==> src/rtl/pattern_serializer_pkg.sv <==
// Shared types and constants for the pattern serializer.
package pattern_serializer_pkg;

    // Transmitter FSM states
    typedef enum logic [1:0] {
        IDLE,
        PRE,
        SHIFT,
        GAP
    } state_t;

    // Frame preamble, sent left to right when PATTERN_SERIALIZER_PREAMBLE_EN is defined
    localparam int              PRE_LEN  = 4;
    localparam logic [PRE_LEN-1:0] PREAMBLE = 4'b1010;

endpackage

==> src/rtl/pattern_serializer.sv <==
// Programmable serial pattern transmitter.
// Accepts a 1..WIDTH bit pattern over valid/ready and shifts it out MSB-first
// on seq, one bit per clock, optionally followed by GAP_CYCLES idle cycles.
// Optional feature: define PATTERN_SERIALIZER_PREAMBLE_EN to prefix every frame
// with the 4-bit PREAMBLE from the package.
module pattern_serializer
    import pattern_serializer_pkg::*;
#(
    parameter int WIDTH      = 8,
    parameter int GAP_CYCLES = 0,
    parameter int LEN_W      = $clog2(WIDTH + 1)
) (
    input  logic             clk,
    input  logic             reset,
    input  logic [WIDTH-1:0] pat_data,
    input  logic [LEN_W-1:0] pat_len,
    input  logic             pat_valid,
    output logic             pat_ready,
    output logic             seq,
    output logic             seq_valid,
    output logic             busy,
    output logic             done
);

    localparam int              GAP_W    = (GAP_CYCLES > 0) ? $clog2(GAP_CYCLES + 1) : 1;
    localparam logic [LEN_W-1:0] FULL_LEN = LEN_W'(WIDTH);
    localparam logic [LEN_W-1:0] ONE_LEN  = LEN_W'(1);
    localparam logic [GAP_W-1:0] GAP_LOAD = GAP_W'(GAP_CYCLES);
    localparam logic [GAP_W-1:0] ONE_GAP  = GAP_W'(1);

    state_t           state;
    logic [WIDTH-1:0] shreg;      // data bits not yet placed on seq, left-aligned
    logic [LEN_W-1:0] bits_left;  // number of valid bits remaining in shreg
    logic [GAP_W-1:0] gap_cnt;    // gap cycles remaining, including the current one
`ifdef PATTERN_SERIALIZER_PREAMBLE_EN
    logic [1:0]       pre_idx;    // index of the preamble bit currently on seq
`endif

    logic [LEN_W-1:0] eff_len;
    logic [WIDTH-1:0] aligned;
    logic             last_bit;
    logic             take;

    // Normalise the requested length and left-align the pattern so its first bit sits at the MSB
    always_comb begin
        // NOTE: every signal written here gets a value on every path, so no latch is inferred.
        eff_len = pat_len;
        if ((pat_len == '0) || (pat_len > FULL_LEN)) begin
            eff_len = FULL_LEN;
        end
        aligned = pat_data << (FULL_LEN - eff_len);
    end

    // Handshake and status decode from the registered state
    always_comb begin
        last_bit  = (state == SHIFT) && (bits_left == '0);
        pat_ready = (state == IDLE) || (last_bit && (GAP_CYCLES == 0));
        take      = pat_valid && pat_ready;
        busy      = seq_valid || (state == GAP);
    end

    // FSM, shift register, counters and registered serial outputs
    always_ff @(posedge clk or posedge reset) begin
        if (reset) begin
            state     <= IDLE;
            shreg     <= '0;
            bits_left <= '0;
            gap_cnt   <= '0;
            seq       <= 1'b0;
            seq_valid <= 1'b0;
            done      <= 1'b0;
`ifdef PATTERN_SERIALIZER_PREAMBLE_EN
            pre_idx   <= '0;
`endif
        end else begin
            // NOTE: non-blocking assignments make every register update from pre-edge values.
            done <= 1'b0;
            if (take) begin
`ifdef PATTERN_SERIALIZER_PREAMBLE_EN
                state     <= PRE;
                seq       <= PREAMBLE[PRE_LEN-1];
                seq_valid <= 1'b1;
                pre_idx   <= 2'(PRE_LEN - 1);
                shreg     <= aligned;
                bits_left <= eff_len;
`else
                state     <= SHIFT;
                seq       <= aligned[WIDTH-1];
                seq_valid <= 1'b1;
                shreg     <= {aligned[WIDTH-2:0], 1'b0};
                bits_left <= eff_len - ONE_LEN;
                done      <= (eff_len == ONE_LEN);
`endif
            end else begin
                case (state)
                    IDLE: begin
                        seq       <= 1'b0;
                        seq_valid <= 1'b0;
                    end
                    PRE: begin
`ifdef PATTERN_SERIALIZER_PREAMBLE_EN
                        if (pre_idx == 2'd0) begin
                            // Preamble finished: first data bit follows with no hole
                            state     <= SHIFT;
                            seq       <= shreg[WIDTH-1];
                            shreg     <= {shreg[WIDTH-2:0], 1'b0};
                            bits_left <= bits_left - ONE_LEN;
                            done      <= (bits_left == ONE_LEN);
                        end else begin
                            seq     <= PREAMBLE[pre_idx - 2'd1];
                            pre_idx <= pre_idx - 2'd1;
                        end
`else
                        // Unreachable without the preamble; recover to idle
                        state     <= IDLE;
                        seq       <= 1'b0;
                        seq_valid <= 1'b0;
`endif
                    end
                    SHIFT: begin
                        if (bits_left != '0) begin
                            seq       <= shreg[WIDTH-1];
                            shreg     <= {shreg[WIDTH-2:0], 1'b0};
                            bits_left <= bits_left - ONE_LEN;
                            done      <= (bits_left == ONE_LEN);
                        end else if (GAP_CYCLES > 0) begin
                            state     <= GAP;
                            gap_cnt   <= GAP_LOAD;
                            seq       <= 1'b0;
                            seq_valid <= 1'b0;
                        end else begin
                            state     <= IDLE;
                            seq       <= 1'b0;
                            seq_valid <= 1'b0;
                        end
                    end
                    GAP: begin
                        if (gap_cnt == ONE_GAP) begin
                            state <= IDLE;
                        end else begin
                            gap_cnt <= gap_cnt - ONE_GAP;
                        end
                    end
                endcase
            end
        end
    end

endmodule
==> config.mk <==
export PLATFORM = sky130hd
export DESIGN_NAME = pattern_serializer
export DESIGN_NICKNAME = d
export VERILOG_FILES = /design/src/rtl/pattern_serializer_pkg.sv /design/src/rtl/pattern_serializer.sv
export SDC_FILE = /design/constraint.sdc
export NUM_CORES = 1
export LEC_CHECK = 0
export CORE_MARGIN = 3
export CORE_UTILIZATION = 50
export CTS_CLUSTER_DIAMETER = 100
export DETAILED_ROUTE_END_ITERATION = 10
export GPL_ROUTABILITY_DRIVEN = 1
export PLACE_DENSITY = 0.88
export SYNTH_ARGS = -nofsm -noshare
export SYNTH_HDL_FRONTEND = slang
export SYNTH_SLANG_ARGS = --single-unit
==> constraint.sdc <==
create_clock -name clk -period 2.02 [get_ports clk]
set_input_delay 0.404 -clock clk [delete_from_list [all_inputs] [get_ports clk]]
set_output_delay 0.404 -clock clk [all_outputs]
set_load 0.05 [all_outputs]
==> flow_metrics.env <==
export IMPL_drv_cap=0
export IMPL_place_hpwl_um=1868
export IMPL_cts_sinks=15
export IMPL_path_max_fanout=2
export IMPL_fin_skew_ns=0.0005747
export IMPL_p_per_area_mw_per_mm2=1154
export IMPL_ys_ff_latch=15
export IMPL_die_x_um=51.36
export IMPL_htreeDepth=1
export IMPL_seqPwrFrac_pct=30.9
export IMPL_cp_end_kind="flip-flop"
export IMPL_ctsHoldBuffers=0
export IMPL_ir_worst_vdd_mv=0.7361
export IMPL_p_leak_nw=0.6223
export IMPL_cts_tree="done"
export IMPL_die_y_um=51.36
export IMPL_yosysWarnings=0
export IMPL_crit_path_start_kind="input port"
export IMPL_slowest_stage="clkdlybuf4s50_1"
export IMPL_synth_nets=131
export IMPL_setup_viol=0
export IMPL_comb_power_share_pct=58.5
export IMPL_fmax_mhz=505.4
export IMPL_via_per_inst=6.083
export IMPL_io_pins=20
export IMPL_status="complete, no violations"
export IMPL_vias=1022
export IMPL_wl_per_cell_um=16.10
export IMPL_start_util_pct=55.92
export IMPL_sw_frac_of_total_pct=45.86
export IMPL_first_iter_violations=44
export IMPL_finalHoldViolations=0
export IMPL_netlist_area_mm2=0.001028
export IMPL_yosysTopAreaCell="dfrtp_1"
export IMPL_grt_pass1_wl_um=4340
export IMPL_synth_edff_count=0
export IMPL_slew_limit_headroom_pct=62.00
export IMPL_worst_pin_slew_ns=0.5694
export IMPL_arrival_ns=2.15
export IMPL_drive_gt1_share_pct=27.27
export IMPL_coreArea_mm2=0.001839
export IMPL_antenna_found_initial=0
export IMPL_dr_pass1_iters=4
export IMPL_overflow=0
export IMPL_die_area_mm2=0.002637
export IMPL_clockRootBuffer="clkbuf_4"
export IMPL_synth_area_top_cells="dfrtp_1, mux4_2, ha_1"
export IMPL_rows=15
export IMPL_drc=0
export IMPL_async_flop_share_pct=100.0
export IMPL_port_buffer_count=19
export IMPL_postCtsSetupBuffers=0
export IMPL_finalNetCount=164
export IMPL_routed_wl_um=2704
export IMPL_switching_power_mw=0.7619
export IMPL_ys_types=37
export IMPL_path_clk_slew_ns=0.09
export IMPL_cp_cell_sequence="clkdlybuf4s50_1 -> nor2b_4 -> clkinv_2 -> ha_4 -> xor2_2 -> mux2_2 -> nor2_1 -> o41ai_2"
export IMPL_postRouteAntennaNets=0
export IMPL_crit_type="input port to flip-flop"
export IMPL_synth_most_common_cell="nand2_1"
export IMPL_holdWs_ns=0.4616
export IMPL_yosysSeqAreaShare_pct=36.50
export IMPL_clock_path_buffers=2
export IMPL_clk_latency_ns=0.29
export IMPL_cts_buffers=3
export IMPL_grt_max_degree=19
export IMPL_num_antenna_cells=0
export IMPL_syn_inst=111
export IMPL_tns_ns=0
export IMPL_synth_area_per_cell_um2=9.266
export IMPL_slew_viol_final=0
export IMPL_grt_pass1_vias=990
export IMPL_area_growth_pct=40.02
export IMPL_grt_usage_pct=22.24
export IMPL_yosys_most_used_dff="dfrtp_1"
export IMPL_cp_required_ns=2.20
export IMPL_synth_common_cells="nand2_1, dfrtp_1, a21oi_1"
export IMPL_crit_path_max_incr_delay_ns=0.49
export IMPL_synth_top_area_share_pct=36.50
export IMPL_fillCellCount=124
export IMPL_period_share_pct=97.96
export IMPL_p_int_mw=0.8995
export IMPL_grt_setup_unrepaired="yes"
export IMPL_post_route_min_period_ns=1.979
export IMPL_globalplace_congestion=0.9686
export IMPL_pwr_share_clk_pct=10.6
export IMPL_hp_class="input port to async pin"
metal layers:
| layer | share of wire, % | wire length (um) | GRT usage [%] |
|---|---|---|---|
| met1 | 39 | 1059 | 27.26 |
| met2 | 50 | 1358 | 38.41 |
| met4 | 3.7 | 101 | 12.23 |
| met5 | 0 | 0 | 0 |
| met3 | 6.8 | 185 | 1.749 |
cell usage in the layout, fill, tap and decap left out, types with 2 or more instances in the layout:
cell type | synthesis | routed
o22ai_1 | 2 | 2
buf_4 | 1 | 13
ha_1 | 5 | 3
and3_1 | 2 | 2
inv_1 | 5 | 5
mux4_2 | 3 | 3
a22oi_1 | 2 | 2
nor3_2 | 0 | 2
o21ai_0 | 9 | 9
a21oi_1 | 10 | 10
a21o_1 | 3 | 3
nand3_1 | 2 | 2
dfrtp_1 | 15 | 14
clkinv_2 | 0 | 2
clkbuf_4 | 0 | 3
nor2b_4 | 1 | 2
xnor2_1 | 2 | 2
ha_4 | 0 | 2
nand2_1 | 16 | 15
nor2_1 | 6 | 6
clkdlybuf4s50_1 | 0 | 18
mux2i_1 | 2 | 2
cell type report:
type	instances	area, um2	area share (%)
Inverter	7	28.78	1.998
Clock buffer	4	26.28	1.825
Sequential cell	15	376.6	26.15
Multi-Input combinational cell	84	673.1	46.74
Timing Repair Buffer	33	304.0	21.11
Tap cell	25	31.28	2.172
logic make-up (layout without fill, tap and decap cells):
family          after synthesis  in the layout  share of synthesized area (%)
flops                        15             15                          36.50
simple gates                 34             34                          15.45
xor+xnor                      5              5                          5.719
compound gates               34             34                          21.17
buf+inv                      12             44                          5.475
fa+ha+maj                     5              5                          6.083
mux                           6              6                          9.610
registers in the layout, summed over array words and instances (netlist names):
signal / cells
state: 1
seq: 1
bits_left: 4
done: 1
shreg: 7
seq_valid: 1
power by group through the flow:
stage	Sequential, mW	Clock (mW)	Combinational [mW]
6_report	0.513	0.177	0.971
5_1_grt	0.530	0.196	1.06
4_1_cts	0.509	0.179	0.941
3_5_place_dp	0.516	0	0.933
3_3_place_gp	0.509	0	0.891
2_1_floorplan	0.597	0	0.568
worst max-delay path, delay by kind of cell:
family,cells,cell delay (ns)
buf+inv,2,0.58
xor+xnor,1,0.19
simple gates,2,0.33
fa+ha+maj,1,0.19
mux,1,0.36
compound gates,1,0.09
worst paths after layout:
check                             start      endpoint  slack [ns]  depth (start not counted)
setup / recovery             pat_len[0]      shreg[6]        0.04                          8
hold / removal                    reset     seq_valid        0.46                          2
setup reg to reg           bits_left[0]      shreg[7]        0.45                          7
hold reg to reg                shreg[2]      shreg[3]        0.49                          2
max in group asynchronous         reset  bits_left[0]        1.15                          2
min in group clk               shreg[2]      shreg[3]        0.49                          2
stage by stage:
step,cells,power (mW),setup WS [ns],utilization [%],instance area [um2]
3_5_place_dp,164,1.449,-0.3360,72.18,1328
3_3_place_gp,164,1.400,-0.2993,72.18,1328
2_1_floorplan,111,1.165,0.05813,-,1033
5_1_grt,168,1.781,-0.06613,78.30,1440
6_report,168,1.661,0.04129,78.30,1440
4_1_cts,168,1.629,0.02042,73.81,1358
what timing repair did:
action                                  4_1_cts  5_1_grt
hold endpoints to repair                      0        0
endpoints found under the setup margin        3        9
resized for setup                             2       16
Note: power is estimated with default switching activity, not from simulation.
